$ cat src/rtl/aes_sched_pkg.sv
// Shared state encoding and mode constants for the AES sector scheduler.
package aes_sched_pkg;

  typedef enum logic [3:0] {
    IDLE,
    GRANT,
    WAIT_DATA,
    START,
    WAIT_BUSY,
    RUN,
    BLK_DONE,
    SECTOR_DONE,
    ERROR
  } sched_state_e;

  localparam logic MODE_ENC = 1'b0;
  localparam logic MODE_DEC = 1'b1;

endpackage

$ cat src/rtl/aes_sched_rr_arb.sv
// 2-way round-robin arbiter: bit 0 = encrypt path, bit 1 = decrypt path.
module aes_sched_rr_arb (
  input  logic       clk,
  input  logic       rst,
  input  logic [1:0] req,
  input  logic       update,
  output logic [1:0] gnt
);

  // Reset as if decrypt went last, so encrypt wins the first contention.
  logic last_dec;

  always_comb begin
    gnt = 2'b00;
    case (req)
      2'b01:   gnt = 2'b01;
      2'b10:   gnt = 2'b10;
      2'b11:   gnt = last_dec ? 2'b01 : 2'b10;
      default: gnt = 2'b00;
    endcase
  end

  always_ff @(posedge clk or posedge rst) begin
    if (rst)                        last_dec <= 1'b1;
    else if (update && gnt != 2'b00) last_dec <= gnt[1];
  end

endmodule

$ cat src/rtl/aes_sector_scheduler.sv
// Sector-level sequencer and enc/dec arbiter for the shared AES core.
// Optional busy watchdog: define AES_SCHED_TIMEOUT_EN.
module aes_sector_scheduler
  import aes_sched_pkg::*;
#(
  parameter int BLOCKS_PER_SECTOR = 32,
  parameter int TIMEOUT_CYCLES    = 64
) (
  input  logic                                 clk,
  input  logic                                 rst,
  input  logic                                 req_enc,
  input  logic                                 req_dec,
  input  logic                                 blk_ready,
  input  logic                                 core_busy,
  output logic                                 grant_enc,
  output logic                                 grant_dec,
  output logic                                 core_start,
  output logic                                 core_mode,
  output logic [$clog2(BLOCKS_PER_SECTOR)-1:0] blk_index,
  output logic                                 blk_done,
  output logic                                 sector_done,
  output logic                                 sched_busy,
  output logic                                 timeout_err
);

  localparam int            IW       = $clog2(BLOCKS_PER_SECTOR);
  localparam logic [IW-1:0] LAST_BLK = IW'(BLOCKS_PER_SECTOR - 1);

  sched_state_e state;
  logic [1:0]   arb_gnt;
  logic         arb_upd;

  assign arb_upd = (state == IDLE) && (req_enc || req_dec);

  aes_sched_rr_arb u_arb (
    .clk    (clk),
    .rst    (rst),
    .req    ({req_dec, req_enc}),
    .update (arb_upd),
    .gnt    (arb_gnt)
  );

`ifdef AES_SCHED_TIMEOUT_EN
  localparam int            TW       = $clog2(TIMEOUT_CYCLES + 1);
  localparam logic [TW-1:0] TMO_LAST = TW'(TIMEOUT_CYCLES - 1);

  logic [TW-1:0] tmo_cnt;
  logic          tmo_wait;

  // True while the FSM stays put waiting on the core; any transition clears the count.
  assign tmo_wait = ((state == WAIT_BUSY) && !core_busy) || ((state == RUN) && core_busy);
`else
  wire unused_tmo_cfg = (TIMEOUT_CYCLES > 0);
  assign timeout_err = 1'b0;
`endif

  always_ff @(posedge clk or posedge rst) begin
    if (rst) begin
      state       <= IDLE;
      grant_enc   <= 1'b0;
      grant_dec   <= 1'b0;
      core_start  <= 1'b0;
      core_mode   <= MODE_ENC;
      blk_index   <= '0;
      blk_done    <= 1'b0;
      sector_done <= 1'b0;
      sched_busy  <= 1'b0;
`ifdef AES_SCHED_TIMEOUT_EN
      tmo_cnt     <= '0;
      timeout_err <= 1'b0;
`endif
    end else begin
      core_start  <= 1'b0;
      blk_done    <= 1'b0;
      sector_done <= 1'b0;
`ifdef AES_SCHED_TIMEOUT_EN
      timeout_err <= 1'b0;
      tmo_cnt     <= tmo_wait ? tmo_cnt + 1'b1 : '0;
      if (tmo_wait && tmo_cnt == TMO_LAST) begin
        state       <= ERROR;
        timeout_err <= 1'b1;
        grant_enc   <= 1'b0;
        grant_dec   <= 1'b0;
        core_mode   <= MODE_ENC;
        blk_index   <= '0;
      end else
`endif
      case (state)
        IDLE: begin
          if (req_enc || req_dec) begin
            state      <= GRANT;
            grant_enc  <= arb_gnt[0];
            grant_dec  <= arb_gnt[1];
            core_mode  <= arb_gnt[1] ? MODE_DEC : MODE_ENC;
            sched_busy <= 1'b1;
          end
        end
        GRANT: state <= WAIT_DATA;
        WAIT_DATA: begin
          if (blk_ready) begin
            state      <= START;
            core_start <= 1'b1;
          end
        end
        START: state <= WAIT_BUSY;
        WAIT_BUSY: if (core_busy) state <= RUN;
        RUN: begin
          if (!core_busy) begin
            state    <= BLK_DONE;
            blk_done <= 1'b1;
          end
        end
        BLK_DONE: begin
          if (blk_index == LAST_BLK) begin
            state       <= SECTOR_DONE;
            sector_done <= 1'b1;
          end else begin
            state     <= WAIT_DATA;
            blk_index <= blk_index + 1'b1;
          end
        end
        SECTOR_DONE: begin
          state      <= IDLE;
          blk_index  <= '0;
          grant_enc  <= 1'b0;
          grant_dec  <= 1'b0;
          core_mode  <= MODE_ENC;
          sched_busy <= 1'b0;
        end
`ifdef AES_SCHED_TIMEOUT_EN
        ERROR: begin
          state      <= IDLE;
          sched_busy <= 1'b0;
        end
`endif
        default: state <= IDLE;
      endcase
    end
  end

endmodule

$ cat config.mk
export PLATFORM = sky130hd
export DESIGN_NAME = aes_sector_scheduler
export DESIGN_NICKNAME = d
export VERILOG_FILES = /design/src/rtl/aes_sched_pkg.sv /design/src/rtl/aes_sched_rr_arb.sv /design/src/rtl/aes_sector_scheduler.sv
export SDC_FILE = /design/constraint.sdc
export NUM_CORES = 1
export LEC_CHECK = 0
export ABC_AREA = 1
export BUFFER_PORTS_ARGS = -buffer_cell sky130_fd_sc_hd__buf_2
export CAP_MARGIN = 20
export CORE_MARGIN = 3
export CORE_UTILIZATION = 40
export CTS_CLUSTER_SIZE = 16
export DETAILED_ROUTE_END_ITERATION = 8
export GPL_TIMING_DRIVEN = 1
export PLACE_DENSITY = 0.59
export SYNTH_ARGS = -nofsm -noshare
export SYNTH_HDL_FRONTEND = slang
export SYNTH_SLANG_ARGS = --single-unit
$ cat constraint.sdc
create_clock -name clk -period 3.1 [get_ports clk]
set_input_delay 0 -clock clk [delete_from_list [all_inputs] [get_ports clk]]
set_output_delay 0 -clock clk [all_outputs]
set_load 0.01 [all_outputs]
==> summary.md, run 1 <==
| Metric | Value |
|---|---|
| Slowest cell on the critical path | dlygate4sd3_1 |
| FMAX | 583 MHz |
| Startpoint Class | flip-flop |
| Die Area | ~0.0026 mm² |
| Width of the die | 50.6 µm |
| Initial DRC count | 5 |
| Top post-synthesis cells by area | dfrtp_1, nand2_1, nand3_1, inv_1, dfstp_2 |
| CP max FO | 8 |
| Power Density | slightly below 800 mW/mm² |
| Clk buf depth | 2 |
| Routed wire length | 1440 µm |
| CTS tree | built |
| DRC violations left | 0 |
| GR Layer Usage met1 | 16.3% |
| Overall Global Routing Usage | roughly 13% |
| Global placement routability congestion | 0.712 |
| Detailed placement HPWL | 1080 µm |
| Mapped Area | 795 µm² |
| Worst skew pair latency | between 0.2 and 0.3 ns |
| Count leader, synth | nand2_1 |
| Final-report setup violation count | 0 |
| Synthesis-to-layout area growth | 20.0% |
| Core Region | 0.00180 mm² |
| Yosys warnings | 0 |
| Routed Antenna Nets | 0 |
| RSZ-0062 raised after global routing | false |
| Initial core utilization | 44.1% |
| H-tree depth | 1 |
| Largest stage delay, worst path | 0.58 ns |
| Synth area leader | dfrtp_1 |
| Endpoints failing hold | 0 |
| CP arrival | roughly 2.0 ns |
| Met2 Use GR | 18.7% |
| Type of the worst min-delay path | input port to flip-flop |
| Min Tclk post-route | 1.72 ns |
| Vias | roughly 670 |
| Filler cell count | 195 |
| CTS buffer count | 3 |
| Antenna cells | 0 |
| Post-synth ARST share | 100% |
| Post-Route Setup TNS | 0 ns |
| Fin Hold WS | 0.0449 ns |
| Yosys cell types | 21 |
| Worst setup skew after layout | around 0.0025 ns |
| Critical path data required time | 3.33 ns |
| FF-to-FF setup slack | 1.38 ns |
| Top FF cell, synth | dfrtp_1 |
| Post-synthesis register bit count | 15 |
| Max-cap violations | 0 |
| Clk root buf | clkbuf_4 |
| Synth cell count leaders | nand2_1, dfrtp_1, nand3_1 |
| Grt met3 use | 5.34% |
| Part of the cycle the worst path needs | around 55% |
| Final Max Slew Viols | 0 |
| Total gr overflow | 0 |
| Via/cell ratio | 4.63 |
| Top-Level Pins | 19 |
| DIE HEIGHT | about 51 µm |
| Syn Area/Cell | a little over 8 µm² |
| Post-synth EDFFs | 0 |
| Synthesized Nets | 105 |
| Clk slew on worst S/H paths | 0.08 ns |
| Slew @ Worst Pin | slightly below 0.6 ns |
| FP Rows | 15 |
| 1st-pass router iterations | 4 |
| Clock Sink Count | 15 |
| Pin count of the biggest net entering global routing | 16 |
| Sequential share of the synthesized area | around 47% |
| Top Usage Layer GRT | met2 |
| Cell chain of the critical path | nor2_4 > inv_2 > nor3_2 > nand3_1 > dlygate4sd3_1 > nand2_1 |
| Crit Path Class | flip-flop to flip-flop |
| Global-route wire length before repair | 2390 µm |
| P_leak | 0.521 nW |
| Drt wl/cell | 9.99 µm |
| Crit. End Element | flip-flop |
| Port bufs | 17 |
| Synth top area share | 44.1% |
| Worst ir drop on vdd | 0.000430 V |
| Worst relative slew slack | 60.8% |
| Status | finished clean |
| Post-Syn Instances | 97 |
| Initial antenna violation count | 0 |
| Final net count | between 100 and 150 |
| Vias in the first global route | approximately 540 |
| Share of layout cells above drive strength 1 | between 20% and 30% |
[state kept, by name, indices dropped and copies added (netlist names)]
register        count
blk_index           5
state               3
blk_done            1
core_start          1
grant_dec           1
grant_enc           1
sched_busy          1
sector_done         1
u_arb.last_dec      1
[cell usage in the layout (no fill, tap or decap), drive strengths merged, types with 2 or more instances in the layout]
| master | netlist | final |
|---|---|---|
| nand3 | 13 | 13 |
| nor2 | 8 | 8 |
| nand4 | 3 | 3 |
| dlygate4sd3 | 0 | 5 |
| o21ai | 3 | 3 |
| dfrtp | 14 | 14 |
| clkbuf | 0 | 4 |
| inv | 15 | 15 |
| ha | 2 | 2 |
| nand2 | 28 | 28 |
| buf | 4 | 17 |
[metrics by stage]
stage / utilization, % / total power [mW] / instances / setup WS, ns / area, µm²
floorplan: - / 0.570 / 97 / 1.56 / 795
global placement: 48.7 / 0.626 / 135 / 1.54 / 877
detailed placement: 48.7 / 0.630 / 135 / 1.49 / 877
CTS: 52.9 / 0.752 / 144 / 1.39 / 953
global route: 52.9 / 0.803 / 144 / 1.27 / 953
finish: 52.9 / 0.736 / 144 / 1.38 / 953
[routing by layer]
metal	share of wire [%]	vias to the layer above
li1	-	350
met1	46	292
met3	5.7	4
met2	46	20
met5	0	-
met4	1.9	0
[worst max-delay path, delay by kind of cell (launching register included)]
family	cells	cell delay [ns]
buffers and inverters	2	0.62
AND/OR/NAND/NOR	4	0.56
flip-flops	1	0.48
[where the power goes]
group | internal (mW) | total [mW] | leakage, nW | switching [mW]
combinational | 0.119 | 0.284 | 0.315 | 0.165
sequential | 0.262 | 0.345 | 0.191 | 0.0831
clock | 0.0500 | 0.107 | 0.0150 | 0.0573
[layout make-up]
class / instances / area [µm²] / share of cell area, %
clock buffers: 4 / 26.3 / 2.76
inverters: 15 / 56.3 / 5.91
multi-input cells: 63 / 328 / 34.4
flip-flops and latches: 15 / 377 / 39.5
well taps: 25 / 31.3 / 3.28
repair buffers: 22 / 135 / 14.2
[final timing paths]
kind	start	to	cells past startpoint
worst max register to register	state[0]	u_arb.last_dec	6
worst min register to register	u_arb.last_dec	u_arb.last_dec	2
max in group asynchronous	rst	state[0]	3
min in group asynchronous	rst	sched_busy	3
worst min-delay path	req_enc	grant_dec	4
worst max-delay path	state[0]	u_arb.last_dec	6
[logic make-up after synthesis]
kind of cell / share of synthesized area [%]
fa+ha+maj: 3.15
flops: 47.4
simple gates: 32.8
other cells: 0.472
buf+inv: 11.3
compound gates: 4.88
[timing repair]
item,CTS,global route
endpoints found under the hold margin,17,0
hold buffers,5,0
setup buffers,0,0
gates resized for setup,0,0
(Power assumes the default switching activity.)
==> run 2, diff against run 1 <==
--- a/config.mk
+++ b/config.mk
@@ -5,7 +5,7 @@
 export SDC_FILE = /design/constraint.sdc
 export NUM_CORES = 1
 export LEC_CHECK = 0
-export ABC_AREA = 1
+export ABC_AREA = 0
 export BUFFER_PORTS_ARGS = -buffer_cell sky130_fd_sc_hd__buf_2
 export CAP_MARGIN = 20
 export CORE_MARGIN = 3
==> constraint.sdc (replaced) <==
create_clock -name clk -period 1.7 [get_ports clk]
set_input_delay 0 -clock clk [delete_from_list [all_inputs] [get_ports clk]]
set_output_delay 0 -clock clk [all_outputs]
set_load 0.01 [all_outputs]
==> summary.md, run 2 <==
| Metric | Value |
|---|---|
| CTS buffer count | 3 (unchanged) |
| P_leak | 0.490 nW (was 0.521 nW) |
| 1st-pass router iterations | 4 (unchanged) |
| Slew @ Worst Pin | 0.599 ns (was 0.587 ns) |
| Routed Antenna Nets | 0 (unchanged) |
| Synth Area in XOR/XNOR | 0% (unchanged) |
| Logic pwr share | 43.0% (was 38.6%) |
| Post-synth ARST share | 100% (unchanged) |
| Fin Hold WS | 0.0621 ns (was 0.0449 ns) |
| Critical path data required time | 1.86 ns (was 3.33 ns) |
| Largest Register | blk_index (unchanged) |
| Post-synthesis register bit count | 15 (unchanged) |
| Core Region | 0.00184 mm² (was 0.00180 mm²) |
| Startpoint Class | flip-flop (unchanged) |
| Filler cell count | 179 (was 195) |
| Synth top area share | 42.6% (was 44.1%) |
| Top-Level Pins | 19 (unchanged) |
| Width of the die | 51.3 µm (was 50.6 µm) |
| Pint | 0.944 mW (was 0.431 mW) |
| Count leader, synth | dfrtp_1 (was nand2_1) |
| Complex-gate fraction of the synthesized area | 19.0% (was 4.88%) |
| Post-DP Area | 908 µm² (was 877 µm²) |
| Post-route setup slack | 0.0962 ns (was 1.38 ns) |
| Endpoints failing hold | 0 (unchanged) |
| CTS tree | built (unchanged) |
| Part of the cycle the worst path needs | 94.3% (was 55.4%) |
| Met2 wire length | 658 µm (was 663 µm) |
| Final-report setup violation count | 0 (unchanged) |
| Clk root buf | clkbuf_4 (unchanged) |
| Net Sw Frac | 40.9% (was 41.5%) |
| Synthesis-to-layout area growth | 20.5% (was 20.0%) |
| Max reg flops | 5 (unchanged) |
| Worst relative slew slack | 60.0% (was 60.8%) |
| RSZ-0062 raised after global routing | false (unchanged) |
| Fin util | 53.9% (was 52.9%) |
| Largest family of logic cells by synthesized area | simple AND/OR/NAND/NOR gates (unchanged) |
| Initial antenna violation count | 0 (unchanged) |
| Die Area | 0.00264 mm² (was 0.00256 mm²) |
| Yosys cell types | 38 (was 21) |
| DRC violations left | 0 (unchanged) |
| FF-to-FF setup slack | 0.1 ns (was 1.38 ns) |
| Synthesized Nets | 84 (was 105) |
| Detailed placement HPWL | 1060 µm (was 1080 µm) |
| Routed wl met3 | 60 µm (was 82 µm) |
| Type of the worst min-delay path | input port to flip-flop (unchanged) |
| Total gr overflow | 0 (unchanged) |
| DIE HEIGHT | 51.3 µm (was 50.6 µm) |
| Setup Slack @ Placement | 0.0221 ns (was 1.49 ns) |
| Placed Cells | 116 (was 135) |
| Flop pwr share | 44.1% (was 46.8%) |
| Most frequent cells in the layout | buf_2, dfrtp_1, a21oi_1 (was nand2_1, buf_2, dfrtp_1) |
| Post-synthesis adder-cell area fraction | 3.04% (was 3.15%) |
| Post-Route Setup TNS | 0 ns (unchanged) |
| Yosys warnings | 0 (unchanged) |
| Top FF cell, synth | dfrtp_1 (unchanged) |
| Antenna cells | 0 (unchanged) |
| Synth area leader | dfrtp_1 (unchanged) |
| Final std cells w/o fill | 124 (was 144) |
| Global placement routability congestion | 0.788 (was 0.712) |
| Worst setup skew after layout | 0.000941 ns (was 0.00253 ns) |
| Min Tclk post-route | 1.60 ns (was 1.72 ns) |
| Crit. End Element | flip-flop (unchanged) |
| Met1 WL | 771 µm (was 664 µm) |
| Port bufs | 17 (unchanged) |
| Routed wire length | 1510 µm (was 1440 µm) |
| Setup bufs post-CTS | 0 (unchanged) |
| Status | finished clean (unchanged) |
| FMAX | 624 MHz (was 583 MHz) |
| Mux contribution to synthesized area | 3.04% (was 0%) |
| Share of layout cells above drive strength 1 | 40.4% (was 26.9%) |
| Simple-gate area share of the yosys netlist | 19.5% (was 32.8%) |
| Global-route wire length before repair | 2650 µm (was 2390 µm) |
| Clock power share | 12.9% (was 14.6%) |
| Worst ir drop on vdd | 0.000942 V (was 0.000430 V) |
| Pin count of the biggest net entering global routing | 16 (unchanged) |
| Synth cell count leaders | dfrtp_1, a21oi_1, inv_1 (was nand2_1, dfrtp_1, nand3_1) |
| Cell chain of the critical path | ha_2 > and3_1 > ha_4 > nand4b_1 > a22oi_1 > o41ai_2 (was nor2_4 > inv_2 > nor3_2 > nand3_1 > dlygate4sd3_1 > nand2_1) |
| Biggest regs | blk_index x5, state x3 (unchanged) |
| Commonest non-fill, non-tap cell in the layout | buf_2 (was nand2_1) |
| Power Density | 1610 mW/mm² (was 772 mW/mm²) |
| Crit Path Class | flip-flop to flip-flop (unchanged) |
| Vias in the first global route | 605 (was 544) |
| H-tree depth | 1 (unchanged) |
| Mapped Area | 822 µm² (was 795 µm²) |
| Clk slew on worst S/H paths | 0.10 ns (was 0.08 ns) |
| Post-Syn Instances | 76 (was 97) |
| FP Rows | 15 (unchanged) |
| Clk buf depth | 2 (unchanged) |
| Top Layer Used | met4 (unchanged) |
| Initial core utilization | 44.7% (was 44.1%) |
| Slowest cell on the critical path | dfrtp_1 (was dlygate4sd3_1) |
| Final Max Slew Viols | 0 (unchanged) |
| Overall Global Routing Usage | 13.7% (was 12.7%) |
| Post-synth EDFFs | 0 (unchanged) |
| Largest stage delay, worst path | 0.40 ns (was 0.58 ns) |
| Multi-input logic area | 385 µm² (was 328 µm²) |
| Clock Sink Count | 15 (unchanged) |
| CP arrival | 1.76 ns (was 1.95 ns) |
| Syn Area/Cell | 10.8 µm² (was 8.19 µm²) |
| Final net count | 108 (was 128) |
| Worst skew pair latency | 0.28 ns (about the same) |
| Initial DRC count | 8 (was 5) |
| Sequential share of the synthesized area | 45.8% (was 47.4%) |
| Vias | 612 (was 666) |
| Register area | 377 µm² (unchanged) |
| Final Power | 1.60 mW (was 0.736 mW) |
| Max-cap violations | 0 (unchanged) |
| Design area | 991 µm² (was 953 µm²) |
| Sw power | 0.653 mW (was 0.306 mW) |
| Via/cell ratio | 4.94 (was 4.63) |
| CP max FO | 6 (was 8) |
| Top post-synthesis cells by area | dfrtp_1, a21oi_1, dfstp_2, a22o_1, ha_1 (was dfrtp_1, nand2_1, nand3_1, inv_1, dfstp_2) |
| Drt wl/cell | 12.2 µm (was 9.99 µm) |
==> run 2: logic make-up after synthesis <==
family | after synthesis
compound gates | 22
fa+ha+maj | 2
buf+inv | 11
flops | 15
mux | 2
other cells | 1
simple gates | 23
==> run 2: timing repair <==
item / 4_1_cts / 5_1_grt
gates resized for setup: 1 / 2
pin swaps: 0 / 1
endpoints found under the hold margin: 16 / 0
hold buffers: 4 / 0
setup endpoints to repair: 1 / 2
==> run 2: worst max-delay path, delay by kind of cell, from the launching register on <==
family,cells,cell delay (ns)
compound gates,2,0.30
fa+ha+maj,2,0.39
flops,1,0.40
simple gates,2,0.40
==> run 2: cell type report <==
class	count	area share, %
flip-flops and latches	15	38.0
clock inverters	1	0.505
multi-input cells	50	38.9
repair buffers	24	14.9
inverters	6	2.27
well taps	25	3.16
clock buffers	3	2.27
==> run 2: routing by layer <==
| layer | track usage (%) | vias to the layer above |
|---|---|---|
| met5 | 0 | - |
| met4 | 6.55 | 0 |
| met3 | 2.62 | 2 |
| met2 | 20.8 | 14 |
| met1 | 18.7 | 284 |
| li1 | - | 312 |
==> run 2: path summary, 6_finish.rpt <==
check | from | endpoint | depth (start not counted)
max | blk_index[0] | blk_index[3] | 6
min | core_busy | blk_done | 3
max reg2reg | blk_index[0] | blk_index[3] | 6
min reg2reg | u_arb.last_dec | u_arb.last_dec | 2
max in group asynchronous | rst | grant_enc | 3
min in group asynchronous | rst | sched_busy | 3
==> run 2: power groups by stage <==
stage               clock (mW)  sequential (mW)  combinational (mW)
finish                   0.206            0.704               0.687
global route             0.230            0.741               0.774
CTS                      0.215            0.704               0.695
detailed placement           0            0.710               0.682
global placement             0            0.703               0.685
floorplan                    0            0.656               0.596
==> run 3, diff against run 2 <==
==> constraint.sdc (replaced) <==
create_clock -name clk -period 2 [get_ports clk]
set_input_delay 0 -clock clk [delete_from_list [all_inputs] [get_ports clk]]
set_output_delay 0 -clock clk [all_outputs]
set_load 0.01 [all_outputs]
==> summary.md, run 3 (same netlist as run 2, synthesis figures left out) <==
| Metric | Value |
|---|---|
| Overall Global Routing Usage | 13.2% (was 13.7%) |
| Part of the cycle the worst path needs | 88.0% (was 94.3%) |
| Port bufs | 17 (unchanged) |
| Cell chain of the critical path | ha_1 > and3_1 > ha_1 > nand4b_1 > a22oi_1 > o41ai_2 (was ha_2 > and3_1 > ha_4 > nand4b_1 > a22oi_1 > o41ai_2) |
| Core Region | 0.00184 mm² (unchanged) |
| H-tree depth | 1 (unchanged) |
| Vias in the first global route | 600 (was 605) |
| Final net count | 107 (was 108) |
| Startpoint Class | flip-flop (unchanged) |
| Post-Route Setup TNS | 0 ns (unchanged) |
| Routed Antenna Nets | 0 (unchanged) |
| Max-cap violations | 0 (unchanged) |
| Detailed placement HPWL | 1070 µm (was 1060 µm) |
| Design area | 970 µm² (was 991 µm²) |
| Clock power share | 12.4% (was 12.9%) |
| DIE HEIGHT | 51.3 µm (unchanged) |
| Setup bufs post-CTS | 0 (unchanged) |
| Global-route wire length before repair | 2620 µm (was 2650 µm) |
| Logic pwr share | 43.6% (was 43.0%) |
| DRC violations left | 0 (unchanged) |
| Final Max Slew Viols | 0 (unchanged) |
| Status | finished clean (unchanged) |
| Power Density | 1380 mW/mm² (was 1610 mW/mm²) |
| Initial antenna violation count | 0 (unchanged) |
| Critical path data required time | 2.16 ns (was 1.86 ns) |
| Net Sw Frac | 40.5% (was 40.9%) |
| Placed Cells | 114 (was 116) |
| CTS buffer count | 3 (unchanged) |
| RSZ-0062 raised after global routing | false (unchanged) |
| Max reg flops | 5 (unchanged) |
| Clk buf depth | 2 (unchanged) |
| Sw power | 0.543 mW (was 0.653 mW) |
| Crit Path Class | flip-flop to flip-flop (unchanged) |
| Commonest non-fill, non-tap cell in the layout | buf_2 (unchanged) |
| CP delay by family, top | adder cells (was flip-flops) |
| Die Area | 0.00264 mm² (unchanged) |
| Initial core utilization | 44.7% (unchanged) |
| Clk root buf | clkbuf_4 (unchanged) |
| CP arrival | 1.91 ns (was 1.76 ns) |
| Via/cell ratio | 5.09 (was 4.94) |
| Slowest cell on the critical path | dfrtp_1 (unchanged) |
| Crit. End Element | flip-flop (unchanged) |
| Biggest regs | blk_index x5, state x3 (unchanged) |
| Share of layout cells above drive strength 1 | 35.7% (was 40.4%) |
| Post-DP Area | 893 µm² (was 908 µm²) |
| Min Tclk post-route | 1.76 ns (was 1.60 ns) |
| Largest stage delay, worst path | 0.42 ns (was 0.40 ns) |
| Total gr overflow | 0 (unchanged) |
| Slew @ Worst Pin | 0.572 ns (was 0.599 ns) |
| Initial DRC count | 10 (was 8) |
| Final std cells w/o fill | 123 (was 124) |
| Type of the worst min-delay path | input port to flip-flop (unchanged) |
| Global placement routability congestion | 0.779 (was 0.788) |
| Most frequent cells in the layout | buf_2, dfrtp_1, a21oi_1 (unchanged) |
| Drt wl/cell | 11.8 µm (was 12.2 µm) |
| CP max FO | 6 (unchanged) |
| Worst relative slew slack | 61.9% (was 60.0%) |
| Worst setup skew after layout | 0.00541 ns (was 0.000941 ns) |
| Worst ir drop on vdd | 0.000557 V (was 0.000942 V) |
| Clock Sink Count | 15 (unchanged) |
| Final-report setup violation count | 0 (unchanged) |
| Buf+Inv Stages, Crit Path | 0 (unchanged) |
| Flop pwr share | 44.0% (was 44.1%) |
| Synthesis-to-layout area growth | 18.0% (was 20.5%) |
| Antenna cells | 0 (unchanged) |
| Pint | 0.800 mW (was 0.944 mW) |
| Pin count of the biggest net entering global routing | 16 (unchanged) |
| Most used cell, CP | ha_1 |
| Routed wire length | 1460 µm (was 1510 µm) |
| Top-Level Pins | 19 (unchanged) |
| Hold_buf cts | 5 (was 4) |
| Largest Register | blk_index (unchanged) |
| Clk slew on worst S/H paths | 0.09 ns (was 0.10 ns) |
| Vias | 626 (was 612) |
| Worst skew pair latency | 0.28 ns (about the same) |
| Endpoints failing hold | 0 (unchanged) |
| 1st-pass router iterations | 4 (unchanged) |
| FMAX | 568 MHz (was 624 MHz) |
| CTS tree | built (unchanged) |
| Resize count post-CTS | 0 (was 1) |
| FP Rows | 15 (unchanged) |
| Width of the die | 51.3 µm (unchanged) |
| P_leak | 0.485 nW (was 0.490 nW) |
## run 3: cell types whose count changed in the layout (fill, tap and decap cells not counted)
cell | previous run | this run
clkbuf_1 | 0 | 1
ha_2 | 1 | 0
clkinv_2 | 1 | 0
ha_1 | 0 | 2
ha_4 | 1 | 0
buf_4 | 3 | 1
dlygate4sd3_1 | 4 | 5
## run 3: power groups by stage
stage / Clock [mW] / Sequential [mW] / Combinational, mW
global placement: 0 / 0.595 / 0.561
CTS: 0.177 / 0.590 / 0.592
finish: 0.167 / 0.590 / 0.585
detailed placement: 0 / 0.596 / 0.565
global route: 0.192 / 0.618 / 0.663
floorplan: 0 / 0.558 / 0.506
## run 3: through the flow
stage	hold slack [ns]	worst slack (ns)	util, %	total power, mW
final	0.0725	0.241	52.7	1.34
after CTS	0.0646	0.237	52.7	1.36
after detailed placement	0.0922	0.259	48.6	1.16
after global placement	0.0913	0.318	48.6	1.16
after global routing	0.0770	0.101	52.7	1.47
after floorplan	-0.0992	0.323	-	1.06
## run 3: routing by layer
layer,track usage (%),vias up,share of wire (%)
met2,21.9,16,45
li1,-,315,-
met4,2.62,0,0.69
met1,16.2,293,48
met3,5.25,2,5.9
met5,0,-,0
## run 3: layout make-up
class | count | area, µm²
clock buffer | 4 | 26.3
fill | 189 | 870
inverter | 6 | 22.5
multi-input combinational | 50 | 370
sequential | 15 | 377
tap | 25 | 31.3
timing repair buffer | 23 | 143
## run 3: tightest hold or removal path, delay by kind of cell
kind,cells,cell delay (ns)
buffers and inverters,2,0.12
AND/OR/NAND/NOR,1,0.19
## run 3: worst paths after layout
kind | start | endpoint | slack [ns] | cells past startpoint
min in group asynchronous | rst | sched_busy | 0.31 | 3
worst min-delay path | core_busy | blk_done | 0.07 | 3
worst min register to register | sched_busy | sched_busy | 0.53 | 2
worst max register to register | blk_index[0] | blk_index[3] | 0.24 | 6
worst max-delay path | blk_index[0] | blk_index[3] | 0.24 | 6
max in group asynchronous | rst | blk_index[2] | 1.31 | 3
